===== config.mk =====
export PLATFORM = sky130hd
export DESIGN_NAME = iterative_divider
export DESIGN_NICKNAME = d
export VERILOG_FILES = /design/src/rtl/iterative_divider.sv
export SDC_FILE = /design/constraint.sdc
export NUM_CORES = 1
export LEC_CHECK = 0
export CAP_MARGIN = 40
export CORE_ASPECT_RATIO = 0.8
export CORE_MARGIN = 1
export CORE_UTILIZATION = 45
export DETAILED_ROUTE_END_ITERATION = 16
export GPL_ROUTABILITY_DRIVEN = 0
export PLACE_DENSITY = 0.78
export SYNTH_ARGS = -nofsm -noshare
export SYNTH_HDL_FRONTEND = slang
export SYNTH_SLANG_ARGS = --single-unit

===== constraint.sdc =====
create_clock -name clk -period 6.76 [get_ports clk]
set_clock_uncertainty 0.1 [all_clocks]
set_input_delay 0.676 -clock clk [delete_from_list [all_inputs] [get_ports clk]]
set_output_delay 0.676 -clock clk [all_outputs]
set_load 0.03 [all_outputs]

===== src/rtl/iterative_divider.sv =====
// Iterative 32-bit restoring divider for DIV/DIVU/REM/REMU, one quotient bit per cycle.
// Define DIVIDER_FAST_PATH_EN to resolve divide-by-zero and signed overflow without iterating.
package iterative_divider_pkg;
  typedef enum logic [1:0] {
    D_IDLE,
    D_INIT,
    D_CALC,
    D_SIGN
  } div_states_e;
endpackage

module iterative_divider
  import iterative_divider_pkg::*;
(
  input  logic        clk,
  input  logic        reset,
  input  logic        start_i,
  input  logic        kill_i,
  input  logic        signed_i,
  input  logic        rem_i,
  input  logic [31:0] dividend_i,
  input  logic [31:0] divisor_i,
  output logic        hold_o,
  output logic        valid_o,
  output logic [31:0] result_o
);

  div_states_e state_q, state_d;

  logic [31:0] dvd_q, dvd_d;
  logic [31:0] dvs_q, dvs_d;
  logic [31:0] mag_b_q, mag_b_d;
  logic [31:0] quo_q, quo_d;
  logic [31:0] acc_q, acc_d;
  logic [31:0] res_q, res_d;
  logic [4:0]  cnt_q, cnt_d;
  logic        sgn_q, sgn_d;
  logic        sel_rem_q, sel_rem_d;
  logic        neg_a_q, neg_a_d;
  logic        neg_b_q, neg_b_d;
  logic        valid_q, valid_d;

  logic        a_neg;
  logic        b_neg;
  logic [31:0] a_mag;
  logic [31:0] b_mag;
  logic [32:0] shift;
  logic [32:0] diff;
  logic        div_zero;
  logic        ovf;
  logic [31:0] q_fix;
  logic [31:0] r_fix;
  logic [31:0] q_final;
  logic [31:0] r_final;

  assign a_neg = sgn_q & dvd_q[31];
  assign b_neg = sgn_q & dvs_q[31];
  assign a_mag = a_neg ? (32'd0 - dvd_q)
                       : dvd_q;
  assign b_mag = b_neg ? (32'd0 - dvs_q)
                       : dvs_q;

  // Remainder stays below the divisor, so one
  // extra bit is enough to see the borrow.
  assign shift = {acc_q, quo_q[31]};
  assign diff  = shift - {1'b0, mag_b_q};

  assign div_zero = (dvs_q == 32'd0);
  assign ovf      = sgn_q
                  & (dvd_q == 32'h8000_0000)
                  & (dvs_q == 32'hFFFF_FFFF);

  assign q_fix = (neg_a_q ^ neg_b_q)
               ? (32'd0 - quo_q) : quo_q;
  assign r_fix = neg_a_q
               ? (32'd0 - acc_q) : acc_q;

  assign q_final = div_zero ? 32'hFFFF_FFFF
                 : ovf      ? 32'h8000_0000
                 : q_fix;
  assign r_final = div_zero ? dvd_q
                 : ovf      ? 32'd0
                 : r_fix;

  always_comb begin
    state_d   = state_q;
    dvd_d     = dvd_q;
    dvs_d     = dvs_q;
    mag_b_d   = mag_b_q;
    quo_d     = quo_q;
    acc_d     = acc_q;
    res_d     = res_q;
    cnt_d     = cnt_q;
    sgn_d     = sgn_q;
    sel_rem_d = sel_rem_q;
    neg_a_d   = neg_a_q;
    neg_b_d   = neg_b_q;
    valid_d   = 1'b0;

    if (kill_i) begin
      state_d = D_IDLE;
    end else begin
      unique case (state_q)
        D_IDLE: begin
          if (start_i) begin
            dvd_d     = dividend_i;
            dvs_d     = divisor_i;
            sgn_d     = signed_i;
            sel_rem_d = rem_i;
            state_d   = D_INIT;
          end
        end
        D_INIT: begin
          neg_a_d = a_neg;
          neg_b_d = b_neg;
          quo_d   = a_mag;
          mag_b_d = b_mag;
          acc_d   = 32'd0;
          cnt_d   = 5'd31;
          state_d = D_CALC;
`ifdef DIVIDER_FAST_PATH_EN
          if (div_zero || ovf) begin
            state_d = D_SIGN;
          end
`endif
        end
        D_CALC: begin
          if (!diff[32]) begin
            acc_d = diff[31:0];
            quo_d = {quo_q[30:0], 1'b1};
          end else begin
            acc_d = shift[31:0];
            quo_d = {quo_q[30:0], 1'b0};
          end
          cnt_d = cnt_q - 5'd1;
          if (cnt_q == 5'd0) begin
            state_d = D_SIGN;
          end
        end
        D_SIGN: begin
          res_d   = sel_rem_q ? r_final
                              : q_final;
          valid_d = 1'b1;
          state_d = D_IDLE;
        end
        default: begin
          state_d = D_IDLE;
        end
      endcase
    end
  end

  always_ff @(posedge clk or posedge reset) begin
    if (reset) begin
      state_q   <= D_IDLE;
      dvd_q     <= 32'd0;
      dvs_q     <= 32'd0;
      mag_b_q   <= 32'd0;
      quo_q     <= 32'd0;
      acc_q     <= 32'd0;
      res_q     <= 32'd0;
      cnt_q     <= 5'd0;
      sgn_q     <= 1'b0;
      sel_rem_q <= 1'b0;
      neg_a_q   <= 1'b0;
      neg_b_q   <= 1'b0;
      valid_q   <= 1'b0;
    end else begin
      state_q   <= state_d;
      dvd_q     <= dvd_d;
      dvs_q     <= dvs_d;
      mag_b_q   <= mag_b_d;
      quo_q     <= quo_d;
      acc_q     <= acc_d;
      res_q     <= res_d;
      cnt_q     <= cnt_d;
      sgn_q     <= sgn_d;
      sel_rem_q <= sel_rem_d;
      neg_a_q   <= neg_a_d;
      neg_b_q   <= neg_b_d;
      valid_q   <= valid_d;
    end
  end

  assign hold_o = ((state_q == D_IDLE)
                   & start_i & ~kill_i)
                | (state_q != D_IDLE);

  assign valid_o  = valid_q;
  assign result_o = res_q;

endmodule


# Word-level counts from Yosys, hierarchy flattened
# Cells that the tools add are included.
[word_totals] output_inout_bits=34 register_bits=204
[classes] n_eq_ne=7 muxes=20 n_reduce_logical=10 add_sub_neg=6 n_bitwise=9
[ops] operator="$mux W32" count=10
[ops] operator="$pmux W32 S2" count=2
[ops] operator="$sub A1 B32 Y32 const A" count=4
[ops] operator="$eq A32 B32 Y1 const B" count=2
[ops] operator="$sub A33 B32 Y33" count=1
[ops] operator="$logic_not A32 Y1" count=1
[ops] operator="$pmux W5 S2" count=1
[ops] operator="$pmux W2 S4" count=1
[ops] operator="$reduce_and A2 Y1" count=4
[ops] operator="$and A1 B1 Y1" count=6
[ops] operator="$mux W2" count=3
[ops] operator="$ne A3 B3 Y1 const B" count=2
[ops] operator="$logic_not A5 Y1" count=1
[ops] operator="$sub A5 B1 Y5 const B" count=1
[ops] operator="$eq A2 B2 Y1 const B" count=2
[ops] operator="$reduce_bool A2 Y1" count=2
[ops] operator="$mux W1" count=3
[ops] operator="$reduce_and A3 Y1" count=1
[ops] operator="$eq A2 B1 Y1 const B" count=1
[ops] operator="$logic_not A2 Y1" count=1
[ops] operator="$not A1 Y1" count=1
[ops] operator="$or A1 B1 Y1" count=1
[ops] operator="$xor A1 B1 Y1" count=1

# Logic depth before layout (Yosys ltp)
[depth] word_depth=6 mapped_depth=13 mapped_depth_nobuf=12

# Worst setup path after synthesis
# Ideal clock, no wire load.
[synth_timing] path_type="flip-flop to flip-flop" start="reg acc_q[14]" end="reg acc_q[13]" period_less_slack_ps=3214 path_buffers=2 t_arrival_ps=2981 t_required_ps=6527 slack_ps=3546 path_stages_with_launch=12 setup_ps=133 path_cell_list="dfrtp_1 ha_1 clkbuf_1 and4_1 nand3_1 a311o_1 o21ai_1 a41o_1 xor2_2 buf_4 mux2i_1 o21ai_0"
[synth_via] elab_chain_cells=3
[synth_rtl] item="start: declaration" line="34" text="logic [31:0] acc_q, acc_d;"
[synth_rtl] item="start signal: assignment" line="160" text="acc_q <= 32'd0;"
[synth_rtl] item="start signal: assignment" line="174" text="acc_q <= acc_d;"
[synth_rtl] item="$sub A33 B32 Y33" line="66" text="assign diff = shift - {1'b0, mag_b_q};"
[synth_rtl] item="$mux W32" line="128" text="if (!diff[32]) begin"
[synth_rtl] item="$pmux W32 S2" line="103" text="unique case (state_q)"
# No other way between the ends.
# A chain may end at the register's enable or synchronous reset.

# Final worst setup path
[layout_timing] start="reg quo_q[31]" end="reg acc_q[3]"
[layout_via] elab_chain_cells=3
[layout_rtl] item="start: declaration" line="33" text="logic [31:0] quo_q, quo_d;"
[layout_rtl] item="start signal: assignment" line="173" text="quo_q <= quo_d;"
[layout_rtl] item="$sub A33 B32 Y33" line="66"
[layout_rtl] item="$mux W32" line="128"
[layout_rtl] item="$pmux W32 S2" line="103"
# No other way between the ends.

==> metrics.txt <==
CTS tree=done; Peak Freq=246 MHz; count of final setup violators=0; first-pass GRT wire length=63400 um; Worst-Skew Late Latency=0.54 ns; drt first pass iters=6; vias per inst=6.11; Comb pwr share=0.510; setup TNS=0 ns; CTS Buffer Depth=3; cell area after layout=approximately 0.016 mm2; Startpoint Class=flip-flop; Required @ worst endpoint=7.05 ns; initial antenna violation count=0; final core utilization=0.530; Synth Register Bits=204; register area share after synthesis=0.379; ys async rst share=1.00; EDFF count, synth=0; largest net degree at the start of global routing=around 110; Mapped Avg Cell Area=8.70 um2; clock network fraction of total power=0.173; Site Rows=56; Worst-path clk slew=0.06 ns; Setup CP Type=flip-flop to flip-flop; Final Hold Fails=0; Simple-Gate Fraction of Synth Area=0.153; max_slew headroom=0.383; VDD IR-drop max=305 uV; GRT Total Usage=0.263; via count=between 10k and 15k; Post-Syn Area=0.0135 mm2; Die W=195 um; RR Startpoint=quo_q[31]; Final Critical Period=4.07 ns; Core Box Area=0.0294 mm2; Worst Max-Slew Pin Slew=0.918 ns; CP Max Fanout=18; CP arrival=4.36 ns; Max-cap violations=0; critical path capture point type=flip-flop; Syn-to-layout area delta=15.5%; power share of the sequential group=0.317; XOR/XNOR Fraction of Synth Area=0.0941; net count after synthesis=1663; Clock Tree Root=clkbuf_16; wire length per cell=20.2 um; Synth Area in Adders=0.0414; drc violations=0; multiplexer area fraction after synthesis=0.0828; share of post-route cells with drive strength above 1=0.0836; critical hold path startpoint=result_o[10]; final antenna diode count=0; combinational family with the most area after synthesis=compound AO/OA/AOI/OAI gates; Iter 0 DRT Violations=roughly 1.6k; ys flop type=dfrtp_1; post-cts hold buffer count=0; leakage power=6.83 nW; GRT overflow=0; fin crit share=0.602; WHS Path Cells=2; R2R cell count=13; Setup Fix Bufs, Post-CTS=0; Hold Path End=result_o[10]; most frequent cells in the layout=dfrtp_1, nand2_1, o21ai_0, a21oi_1, nor2_1; Min-Delay Path Class=flip-flop to flip-flop; Max Transition Viols Final=0; clk sinks=204; Net Switching=approximately 0.0036 W; reg2reg setup slack=roughly 2.7 ns; I/O Buffers=103; total internal power=0.00413 W; pwr dens=494 mW/mm2; Detailed Route WL=40200 um; die area=0.0306 mm2; Sw Ratio=0.463; vias in the first global route=11.2k; placed inst area=0.0148 mm2; number of distinct library cells after synthesis=67; H-tree levels=1; # IOs=about 100; Die H=157 um; status=completed; reg-to-reg endpoint=acc_q[3]; Routed Antenna Nets=0; Compound-Gate Fraction of Synth Area=0.203; Synth Instances=around 1.5k; final HPWL from detailed placement=29800 um; post_cts resized=0; RSZ-0062 raised after global routing=false; CTS Buf Count=23; most common cell after layout, fill and taps aside=dfrtp_1; yosys warns=0; fin nets=1713; final total power=0.00769 W; Starting Density=0.459
==> worst max-delay path by stage <==
stage               startpoint  cells past startpoint         to  slack [ns]
floorplan                reset                      1   acc_q[0]        0.42
global placement     quo_q[31]                     13  acc_q[10]        2.78
detailed placement   quo_q[31]                     13   acc_q[6]        2.70
CTS                  quo_q[31]                     13   acc_q[3]        2.67
global route         quo_q[31]                     13   acc_q[7]        2.38
finish               quo_q[31]                     13   acc_q[3]        2.69
==> power by group through the flow <==
| stage | clock, W | sequential [W] | combinational, W |
|---|---|---|---|
| floorplan | 0 | 0.00229 | 0.00274 |
| global placement | 0 | 0.00238 | 0.00369 |
| global route | 0.00140 | 0.00249 | 0.00429 |
| CTS | 0.00134 | 0.00240 | 0.00384 |
| detailed placement | 0 | 0.00242 | 0.00382 |
| finish | 0.00133 | 0.00244 | 0.00392 |
==> cell type report <==
cell class              instances  area, um2
clock buffers                  34        667
well taps                     377        472
inverters                      54        210
flip-flops and latches        204       5100
fillers                      2621      13800
repair buffers                120       1210
clock inverters                 6        123
multi-input cells            1196       7790
==> sequential cells by signal, summed over array words and instances, names as in the netlist, 2 cells and up <==
register,flops
acc_q,32
dvd_q,32
dvs_q,32
mag_b_q,32
quo_q,32
result_o,32
cnt_q,5
state_q,2
==> synth_stat cells (all sizes together) (2+ instances only) <==
| master | count | share of area |
|---|---|---|
| nand3b | 7 | 0.0039 |
| o2111ai | 6 | 0.0039 |
| clkbuf | 74 | 0.021 |
| and4 | 3 | 0.0020 |
| o211ai | 8 | 0.0045 |
| nand3 | 17 | 0.0063 |
| or4 | 9 | 0.0053 |
| or3 | 15 | 0.0073 |
| and2 | 4 | 0.0019 |
| a22o | 5 | 0.0032 |
| a21o | 31 | 0.017 |
| buf | 20 | 0.0097 |
| mux2i | 35 | 0.026 |
| a41oi | 2 | 0.0013 |
| o21ai | 172 | 0.064 |
| a211o | 3 | 0.0020 |
| a221oi | 16 | 0.010 |
| a211oi | 4 | 0.0022 |
| nor4 | 14 | 0.0065 |
| o31ai | 26 | 0.015 |
| nor2 | 109 | 0.030 |
| xnor2 | 67 | 0.044 |
| nand2 | 179 | 0.050 |
| nor3 | 30 | 0.011 |
| mux2 | 68 | 0.057 |
| a21oi | 133 | 0.050 |
| dfrtp | 204 | 0.38 |
| nand2b | 14 | 0.0065 |
| inv | 54 | 0.015 |
| ha | 43 | 0.040 |
| or2 | 2 | 0.00093 |
| nor2b | 10 | 0.0046 |
| xor2 | 77 | 0.051 |
| and3 | 10 | 0.0046 |
| a31oi | 19 | 0.0088 |
| nand4 | 21 | 0.0097 |
| o21a | 9 | 0.0050 |
| o41ai | 10 | 0.0079 |
==> cell families (layout without fill, tap and decap cells) <==
group | count (synthesis) | after routing
AO/OA/AOI/OAI | 457 | 457
XOR/XNOR | 144 | 144
adder cells (fa/ha/maj) | 44 | 44
buffers and inverters | 149 | 214
flip-flops | 204 | 204
multiplexers | 103 | 103
AND/OR/NAND/NOR | 448 | 448
==> per-layer routing <==
layer	share of wire	global-route usage	wire length (um)	up-vias
li1	-	-	-	5613
met1	0.46	0.402	18600	5818
met5	0	0	0	-
met3	0.11	0.0550	4300	92
met4	0.033	0.0810	1340	0
met2	0.40	0.365	15900	647
==> worst max-delay path, cell delays in order (launching register included) <==
cell	delay [ns]
dfrtp_1	0.37
inv_1	0.08
ha_1	0.21
fa_1	0.42
nor2b_1	0.18
o2111ai_1	0.20
a21oi_1	0.24
nor4b_1	0.08
o21ai_1	0.27
a41o_1	0.38
xor2_4	0.63
buf_4	0.43
mux2i_1	0.23
o21ai_0	0.10
==> per-stage QoR <==
stage	hold WS (ns)	cells	worst slack, ns
CTS	0.372	1991	2.67
global route	0.391	1991	2.38
detailed placement	0.359	1951	2.70
finish	0.363	1991	2.69
global placement	0.357	1946	2.78
floorplan	0.350	1549	0.417
(Power assumes the default switching activity.)
